[config.mk]
export PLATFORM = sky130hd
export DESIGN_NAME = bus_control_sequencer
export DESIGN_NICKNAME = d
export VERILOG_FILES = /design/src/rtl/ctrl_pkg.sv /design/src/rtl/unit_onehot_dec.sv /design/src/rtl/bus_control_sequencer.sv
export SDC_FILE = /design/constraint.sdc
export NUM_CORES = 1
export LEC_CHECK = 0
export BUFFER_PORTS_ARGS = -buffer_cell sky130_fd_sc_hd__buf_2
export CAP_MARGIN = 20
export CORE_MARGIN = 4
export CORE_UTILIZATION = 28
export CTS_CLUSTER_DIAMETER = 60
export CTS_CLUSTER_SIZE = 12
export DETAILED_ROUTE_END_ITERATION = 7
export GPL_TIMING_DRIVEN = 0
export PLACE_DENSITY_LB_ADDON = 0.12
export SLEW_MARGIN = 20
export SYNTH_ARGS = -nofsm -noshare
export SYNTH_HDL_FRONTEND = slang
export SYNTH_SLANG_ARGS = --single-unit
[constraint.sdc]
create_clock -name clk -period 4.9 [get_ports clk]
set_input_delay 0.49 -clock clk [delete_from_list [all_inputs] [get_ports clk]]
set_output_delay 0.49 -clock clk [all_outputs]
set_load 0.03 [all_outputs]
[src/rtl/ctrl_pkg.sv]
// Shared types and constants for the bus control sequencer: FSM states, opcodes,
// bus unit indices, ALU op codes and the instruction legality check.
package ctrl_pkg;

  typedef enum logic [2:0] {
    IDLE   = 3'd0,
    FETCH  = 3'd1,
    DECODE = 3'd2,
    EXEC1  = 3'd3,
    EXEC2  = 3'd4,
    HALT   = 3'd5
  } state_t;

  localparam logic [3:0] OP_NOP  = 4'd0;
  localparam logic [3:0] OP_MOV  = 4'd1;
  localparam logic [3:0] OP_LDM  = 4'd2;
  localparam logic [3:0] OP_STM  = 4'd3;
  localparam logic [3:0] OP_ADD  = 4'd4;
  localparam logic [3:0] OP_SUB  = 4'd5;
  localparam logic [3:0] OP_JMPZ = 4'd6;
  localparam logic [3:0] OP_HALT = 4'd15;

  localparam logic [3:0] UNIT_PC = 4'd0;
  localparam logic [3:0] UNIT_AR = 4'd1;
  localparam logic [3:0] UNIT_AC = 4'd2;
  localparam logic [3:0] UNIT_R  = 4'd3;
  localparam logic [3:0] UNIT_IM = 4'd4;
  localparam logic [3:0] UNIT_DM = 4'd5;
  localparam logic [3:0] UNIT_DR = 4'd6;
  localparam logic [3:0] UNIT_A  = 4'd7;
  localparam logic [3:0] UNIT_B  = 4'd8;
  localparam logic [3:0] UNIT_C  = 4'd9;
  localparam logic [3:0] UNIT_D  = 4'd10;

  localparam logic [1:0] ALU_PASS = 2'b00;
  localparam logic [1:0] ALU_ADD  = 2'b01;
  localparam logic [1:0] ALU_SUB  = 2'b10;

  // Loading the instruction memory from the bus is never allowed for MOV/LDM.
  function automatic logic instr_illegal(input logic [3:0] op,
                                         input logic [3:0] src,
                                         input logic [3:0] dst);
    logic bad_op;
    case (op)
      OP_NOP, OP_MOV, OP_LDM, OP_STM,
      OP_ADD, OP_SUB, OP_JMPZ, OP_HALT: bad_op = 1'b0;
      default:                          bad_op = 1'b1;
    endcase
    return bad_op || (src > UNIT_D) || (dst > UNIT_D) ||
           (((op == OP_MOV) || (op == OP_LDM)) && (dst == UNIT_IM));
  endfunction

endpackage

[src/rtl/unit_onehot_dec.sv]
// Index to one-hot bus unit enable decoder; combinational, no backpressure.
// Out-of-range indices or en_i=0 give an all-zero vector.
module unit_onehot_dec #(
  parameter int NUM_UNITS = 11
) (
  input  logic                 en_i,
  input  logic [3:0]           idx_i,
  output logic [NUM_UNITS-1:0] onehot_o
);

  always_comb begin
    onehot_o = '0;
    for (int i = 0; i < NUM_UNITS; i++) begin
      onehot_o[i] = en_i && (idx_i == 4'(i));
    end
  end

endmodule

[src/rtl/bus_control_sequencer.sv]
// Fetch/decode/execute control FSM for a shared 16-bit datapath bus; one enable
// set per micro-step, decoded from state and IR (z_flag only in JMPZ EXEC1).
import ctrl_pkg::*;

module bus_control_sequencer #(
  parameter int WIDTH     = 16,
  parameter int NUM_UNITS = 11
) (
  input  logic                 clk,
  input  logic                 rst,
  input  logic                 start,
  input  logic [WIDTH-1:0]     bus,
  input  logic                 z_flag,
  output logic [NUM_UNITS-1:0] read_en,
  output logic [NUM_UNITS-1:0] write_en,
  output logic [1:0]           alu_op,
  output logic                 pc_inc,
  output logic                 halted,
  output logic                 illegal
);

  state_t           state_q;
  logic [WIDTH-1:0] ir_q;
  logic             illegal_q;
  logic             halted_q;

  logic [3:0] op, src, dst;
  logic       unused_ir;

  assign op        = ir_q[15:12];
  assign src       = ir_q[7:4];
  assign dst       = ir_q[3:0];
  assign unused_ir = ^ir_q[11:8];

  always_ff @(posedge clk) begin
    if (rst) begin
      state_q   <= IDLE;
      ir_q      <= '0;
      illegal_q <= 1'b0;
      halted_q  <= 1'b0;
    end else begin
      case (state_q)
        IDLE: if (start) state_q <= FETCH;
        FETCH: begin
          ir_q    <= bus;
          state_q <= DECODE;
        end
        DECODE: begin
          // An illegal word still costs a fetch slot and then behaves as NOP.
          if (instr_illegal(op, src, dst)) begin
            illegal_q <= 1'b1;
            state_q   <= FETCH;
          end else if (op == OP_HALT) begin
            halted_q <= 1'b1;
            state_q  <= HALT;
          end else if (op == OP_NOP) begin
            state_q <= FETCH;
          end else begin
            state_q <= EXEC1;
          end
        end
        EXEC1:   state_q <= (op == OP_LDM) ? EXEC2 : FETCH;
        EXEC2:   state_q <= FETCH;
        HALT:    state_q <= HALT;
        default: state_q <= IDLE;
      endcase
    end
  end

  logic       rd_vld, wr_vld;
  logic [3:0] rd_idx, wr_idx;

  always_comb begin
    rd_vld = 1'b0;
    rd_idx = UNIT_PC;
    wr_vld = 1'b0;
    wr_idx = UNIT_PC;
    alu_op = ALU_PASS;
    pc_inc = 1'b0;
    case (state_q)
      FETCH: begin
        rd_vld = 1'b1;
        rd_idx = UNIT_IM;
        pc_inc = 1'b1;
      end
      EXEC1: begin
        case (op)
          OP_MOV: begin
            rd_vld = 1'b1; rd_idx = src;
            wr_vld = 1'b1; wr_idx = dst;
          end
          OP_LDM: begin
            rd_vld = 1'b1; rd_idx = UNIT_DM;
            wr_vld = 1'b1; wr_idx = UNIT_DR;
          end
          OP_STM: begin
            rd_vld = 1'b1; rd_idx = src;
            wr_vld = 1'b1; wr_idx = UNIT_DM;
          end
          OP_ADD, OP_SUB: begin
            rd_vld = 1'b1; rd_idx = src;
            wr_vld = 1'b1; wr_idx = UNIT_AC;
            alu_op = (op == OP_ADD) ? ALU_ADD : ALU_SUB;
          end
          OP_JMPZ: begin
            rd_vld = z_flag; rd_idx = src;
            wr_vld = z_flag; wr_idx = UNIT_PC;
          end
          default: ;
        endcase
      end
      EXEC2: begin
        rd_vld = 1'b1; rd_idx = UNIT_DR;
        wr_vld = 1'b1; wr_idx = dst;
      end
      default: ;
    endcase
  end

  unit_onehot_dec #(.NUM_UNITS(NUM_UNITS)) u_read_dec (
    .en_i     (rd_vld),
    .idx_i    (rd_idx),
    .onehot_o (read_en)
  );

  unit_onehot_dec #(.NUM_UNITS(NUM_UNITS)) u_write_dec (
    .en_i     (wr_vld),
    .idx_i    (wr_idx),
    .onehot_o (write_en)
  );

  assign halted  = halted_q;
  assign illegal = illegal_q;

endmodule
# Word level (Yosys, flattened, before mapping)
# Memory sizes are Yosys's and may differ from the RTL's. A register that Yosys moved wholly into a read port is not among the register bits.
# Cells that the tools add are included.
dict set report word_totals {
  in_bits 20
  wordCells 100
  latchBits 0
  rom_bits 16
  ramBits 0
  regBits 21
  output_inout_bits 27
  mem_count 1
}
# name words width rd rd_clocked_by_memory_dff write_ports line_no
set memory_table {}
lappend memory_table {{(no name shown)} 16 1 1 1 0 ctrl_pkg.sv:44} ;# case (op)
dict set report classes {
  bitwise_logic 1
  addsub 0
  n_mul 0
  shift 0
  mux 21
  n_reduce_logical 37
  n_eq_ne 34
  n_lt_le_gt_ge 2
  div 0
}
# cell count
set ops {}
lappend ops {{$eq A4 B3 Y1 const B} 12}
lappend ops {{$eq A4 B4 Y1 const B} 7}
lappend ops {{$eq A4 B2 Y1 const B} 6}
lappend ops {{$logic_and A1 B1 Y1} 23}
lappend ops {{$pmux W3 S6} 1}
lappend ops {{$pmux W4 S2} 2}
lappend ops {{$pmux W4 S4} 1}
lappend ops {{$eq A4 B1 Y1 const B} 3}
lappend ops {{$logic_not A4 Y1} 3}
lappend ops {{$mux W3} 4}
lappend ops {{$pmux W4 S3} 1}
lappend ops {{$reduce_or A5 Y1} 2}
lappend ops {{$gt A4 B4 Y1 const B} 2}
lappend ops {{$mux W2} 4}
lappend ops {{$mux W4} 2}
lappend ops {{$eq A3 B2 Y1 const B} 2}
lappend ops {{$eq A3 B3 Y1 const B} 2}
lappend ops {{$pmux W1 S2} 3}
lappend ops {{$logic_or A1 B1 Y1} 4}
lappend ops {{$reduce_or A2 Y1} 2}
lappend ops {{$eq A3 B1 Y1 const B} 1}
lappend ops {{$logic_not A3 Y1} 1}
lappend ops {{$mux W1} 3}
lappend ops {{$reduce_and A3 Y1} 1}
lappend ops {{other kinds (3)} 3}

# Depth between registers and ports, before layout
dict set report logic_depth {
  ltp_word 8
  ltp_mapped 6
  mapped_depth_nobuf 5
}

# Cells and area by module
# Synthesis repeated with hierarchy kept, for this count alone.
dict set report hier_totals {
  cells_unflattened 175
  area_unflattened_um2 1207.4
}
# mod instances seq_area_each_um2 area_per_inst_um2 cells_each
set by_module_without_submodules {}
lappend by_module_without_submodules {bus_control_sequencer 1 360.3 1027.2 141}
lappend by_module_without_submodules {unit_onehot_dec 2 0.0 90.1 17}

# Worst setup path after synthesis
# Ideal clock, no wire load.
dict set report synth_timing {
  kind {flip-flop to output port}
  start {reg ir_q[13]}
  end {out read_en[1]}
  path_stages_with_launch 7
  path_slack_ns 2.212
  t_required_ns 4.410
  path_buffers 2
  t_arrival_ns 2.198
  path_cell_list {dfxtp_1 > buf_6 > buf_6 > a21bo_1 > a2111oi_4 > o21ai_2 > nor4_1}
}
dict set report synth_via {
  elab_chain_cells 6
  elab_cells_between_ends 14
  cone_classes {eq/ne (7); mux (4); reduce/logical (3)}
}
# item line_no
set synth_rtl {}
lappend synth_rtl {{start, declared} bus_control_sequencer.sv:23} ;# logic [WIDTH-1:0] ir_q;
lappend synth_rtl {{start signal, assigned} bus_control_sequencer.sv:45} ;# ir_q <= bus;
lappend synth_rtl {{$eq A4 B1 Y1 (tied with other cells)} bus_control_sequencer.sv:87} ;# case (op)
lappend synth_rtl {{$reduce_or A5 Y1 (no line)} n/a}
lappend synth_rtl {{$pmux W4 S2} bus_control_sequencer.sv:87}
lappend synth_rtl {{$pmux W4 S3} bus_control_sequencer.sv:80} ;# case (state_q)
lappend synth_rtl {{$eq A4 B1 Y1} unit_onehot_dec.sv:14} ;# onehot_o[i] = en_i && (idx_i == 4'(i));
lappend synth_rtl {{$logic_and A1 B1 Y1 *} unit_onehot_dec.sv:14}
lappend synth_rtl {{end, declared} bus_control_sequencer.sv:14} ;# output logic [NUM_UNITS-1:0] read_en,
# Every way passes the cells marked *; elsewhere a longest branch is shown, timed or not.

# Worst setup path after layout
dict set report layout_timing {
  start {reg ir_q[12]}
  end {out write_en[5]}
}
dict set report layout_via {
  elab_chain_cells 6
  elab_cells_between_ends 14
  cone_classes {eq/ne (7); mux (4); reduce/logical (3)}
}
# item line_no
set layout_rtl {}
lappend layout_rtl {{$eq A4 B3 Y1} bus_control_sequencer.sv:87}
lappend layout_rtl {{$reduce_or A2 Y1} bus_control_sequencer.sv:87}
lappend layout_rtl {{$pmux W4 S4} bus_control_sequencer.sv:87}
lappend layout_rtl {{$pmux W4 S2} bus_control_sequencer.sv:80}
lappend layout_rtl {{$eq A4 B3 Y1} unit_onehot_dec.sv:14}
lappend layout_rtl {{$logic_and A1 B1 Y1 *} unit_onehot_dec.sv:14}
lappend layout_rtl {{end, declared} bus_control_sequencer.sv:15} ;# output logic [NUM_UNITS-1:0] write_en,
# Marks and branches as above.

==> flow_summary.toml <==
[setup_path]
path_buf_inv = 2
reg2reg_slack_ps = 3120
critPathSlowestCell = "a21boi_1"
critPathMaxStageDelay_ps = 340
crit_chain = "buf_2, nor3b_1, a21boi_1, o311ai_2, nor4_1, buf_2"
path_class = "flip-flop to output pin"
cp.required_ps = 4410
critical_path.max_fanout = 10
critical_path.top_delay_family = "simple AND/OR/NAND/NOR gates"
cp.arrival_ps = 2170
worst_path_most_repeated_cell = "buf_2"
start_kind = "flip-flop"
crit_path_end_kind = "output pin"

[cts]
clock-sinks = 18
post_cts_resized = 0
numCtsBuffers = 3
htreeDepth = 1
cts_hold_buf = 0
root_buffer = "clkbuf_8"
clk_pin_slew_ps = 60
cts_buffer_depth = 2
cts_tree = "done"
insertion_delay_ps = 240
cts_setup_buffers = 0

[layout]
multi_input_area_sq_um = 1030
nets = 255
diodes = 0
layout_common_cells = "buf_2 (47), nand2_1 (24), dfxtp_1 (18), a21oi_1 (17), nor4_1 (14)"
fin_area_sq_um = 1860
fillers = 589
syn_to_final_growth_pct = 21.9
final_util_pct = 35.7
final_common_cell = "buf_2"
drive_gt1_share_pct = 33.9
final-seq-area_sq_um = 360

[timing]
timing.fmax_mhz = 376
finalWorstSetupSlack_ps = 2240
setup_violations = 0
slew_headroom_pct = 64.4
hold_viol = 0
setup_tns_ps = 0
drv_slew = 0
fin_worst_skew_ps = 0.998
tightest_slew_ps = 533
period_share_pct = 54.3
period_minus_slack_ps = 2660
rsz0062_at_grt = "no"

[status]
status = "completed"

[yosys]
synth_ff_type = "dfxtp_1"
ys_ff_latch = 18
synthCells = 189
synth_async_sr_flop_share_pct = 0
netlist_area_sq_um = 1520
yosysSeqAreaShare_pct = 23.6
syn_avg_cell_area_sq_um = 8.06
ys_warn_count = 0
ys_types = 57
synth_edf_count = 0
synth_fp_nets = 209

[pwr]
p_comb_share_pct = 31.0
p_clk_share_pct = 25.6
p_int_w = 0.000258
switchingPower_w = 0.000129
p_per_area_nw_per_um2 = 208
ir_drop_uv = 146
p_seq_share_pct = 43.4
leakagePower_nw = 0.754
switching_share_pct = 33.4

[routing]
wl_per_cell_um = 14.5
ant_nets = 0
vias = 1542
drt_iter0_markers = 155
drt-vias-per-instance = 5.09
routed_wl_um = 4380
drc = 0
drtPass1Iterations = 4

[global_route]
grt.overflow.total = 0
first_global_vias = 1499
grt_pass1_wl_um = 7360
grt_start_max_net_pins = 11
antenna_found_initial = 0
globalRouteTotalUtil_pct = 13.8

[floorplan]
coreArea_sq_um = 5200
die_y_um = 81.8
die-area_sq_um = 6690
start_util_pct = 29.3
chipWidth_um = 81.8
rows = 26
num_io_pins = 47

[placement]
place_area_sq_um = 1820
place.port_buffers = 41
dp_hpwl_um = 3430
pre_cts_ws_ps = 2480
gp_congestion = 0.754

[hold_path]
hp-class = "flip-flop to flip-flop"

[flow_run]
drv_cap = 0
==> stage by stage <==
step | instances | hold WS (ps) | power (W)
2_1_floorplan | 189 | 445 | 0.000260
3_3_place_gp | 300 | 450 | 0.000293
3_5_place_dp | 300 | 461 | 0.000293
4_1_cts | 303 | 472 | 0.000394
5_1_grt | 303 | 481 | 0.000416
6_report | 303 | 463 | 0.000387
==> path summary, 6_finish.rpt <==
path	start	to	cells past startpoint
max reg2reg	ir_q[12]$_SDFFE_PP0P_	state_q[1]$_SDFFE_PP0P_	6
max	ir_q[12]$_SDFFE_PP0P_	write_en[5]	6
min reg2reg	halted$_SDFFE_PP0P_	halted$_SDFFE_PP0P_	2
min	halted$_SDFFE_PP0P_	halted$_SDFFE_PP0P_	2
==> worst reg2reg max path, cell delays in order, from the launching register on <==
cell and delay, ps:
dfxtp_1 330, buf_2 220, buf_2 310, xor2_1 170, a21oi_1 90, o21ai_0 370
o32ai_1 160
==> per-layer routing <==
| metal | routed length, um | track usage [%] | vias up |
|---|---|---|---|
| met5 | 0 | 0 | - |
| met3 | 169 | 1.64 | 2 |
| met1 | 2170 | 19.7 | 706 |
| met4 | 25 | 3.49 | 0 |
| li1 | - | - | 800 |
| met2 | 2020 | 22.0 | 34 |
==> power groups by stage <==
stage | Sequential (W) | Clock (W) | Combinational [W]
finish | 0.000168 | 0.0000990 | 0.000120
global route | 0.000171 | 0.000111 | 0.000134
CTS | 0.000168 | 0.000104 | 0.000122
detailed placement | 0.000172 | 0 | 0.000121
global placement | 0.000172 | 0 | 0.000122
floorplan | 0.000168 | 0 | 0.0000923
==> final cells by class <==
class,count,share of cell area (%)
Buffer,15,5.86
Clock buffer,3,2.22
Inverter,6,1.21
Multi-Input combinational cell,150,55.6
Sequential cell,18,19.4
Tap cell,70,4.71
Timing Repair Buffer,41,11.0
==> cell usage after synthesis, types with 3 or more instances <==
master	n	area, sq um
nand2b_1	6	37.5
clkbuf_1	3	11.3
nor2_1	5	18.8
a31oi_1	3	18.8
nor3_2	3	30.0
nand3_1	5	25.0
nor2b_1	4	25.0
o32ai_1	3	26.3
or3b_1	3	26.3
inv_1	4	15.0
dfxtp_1	18	360
a21o_1	4	30.0
a21oi_1	17	85.1
o21ai_0	4	20.0
nor4_1	14	87.6
nor3_1	11	55.1
buf_2	6	30.0
buf_6	6	67.6
nand2_1	24	90.1
==> flip-flops by register name, summed over array words and instances (netlist names), named ones only <==
register,flops
illegal,1
halted,1
ir_q,12
state_q,3
==> cell families after synthesis <==
logic type	Yosys count	share of synthesized area [%]
flip-flops	18	23.6
XOR/XNOR	2	1.15
buffers and inverters	21	8.62
AND/OR/NAND/NOR	91	36.4
AO/OA/AOI/OAI	56	29.6
multiplexers	1	0.657
(Power assumes the default switching activity.)
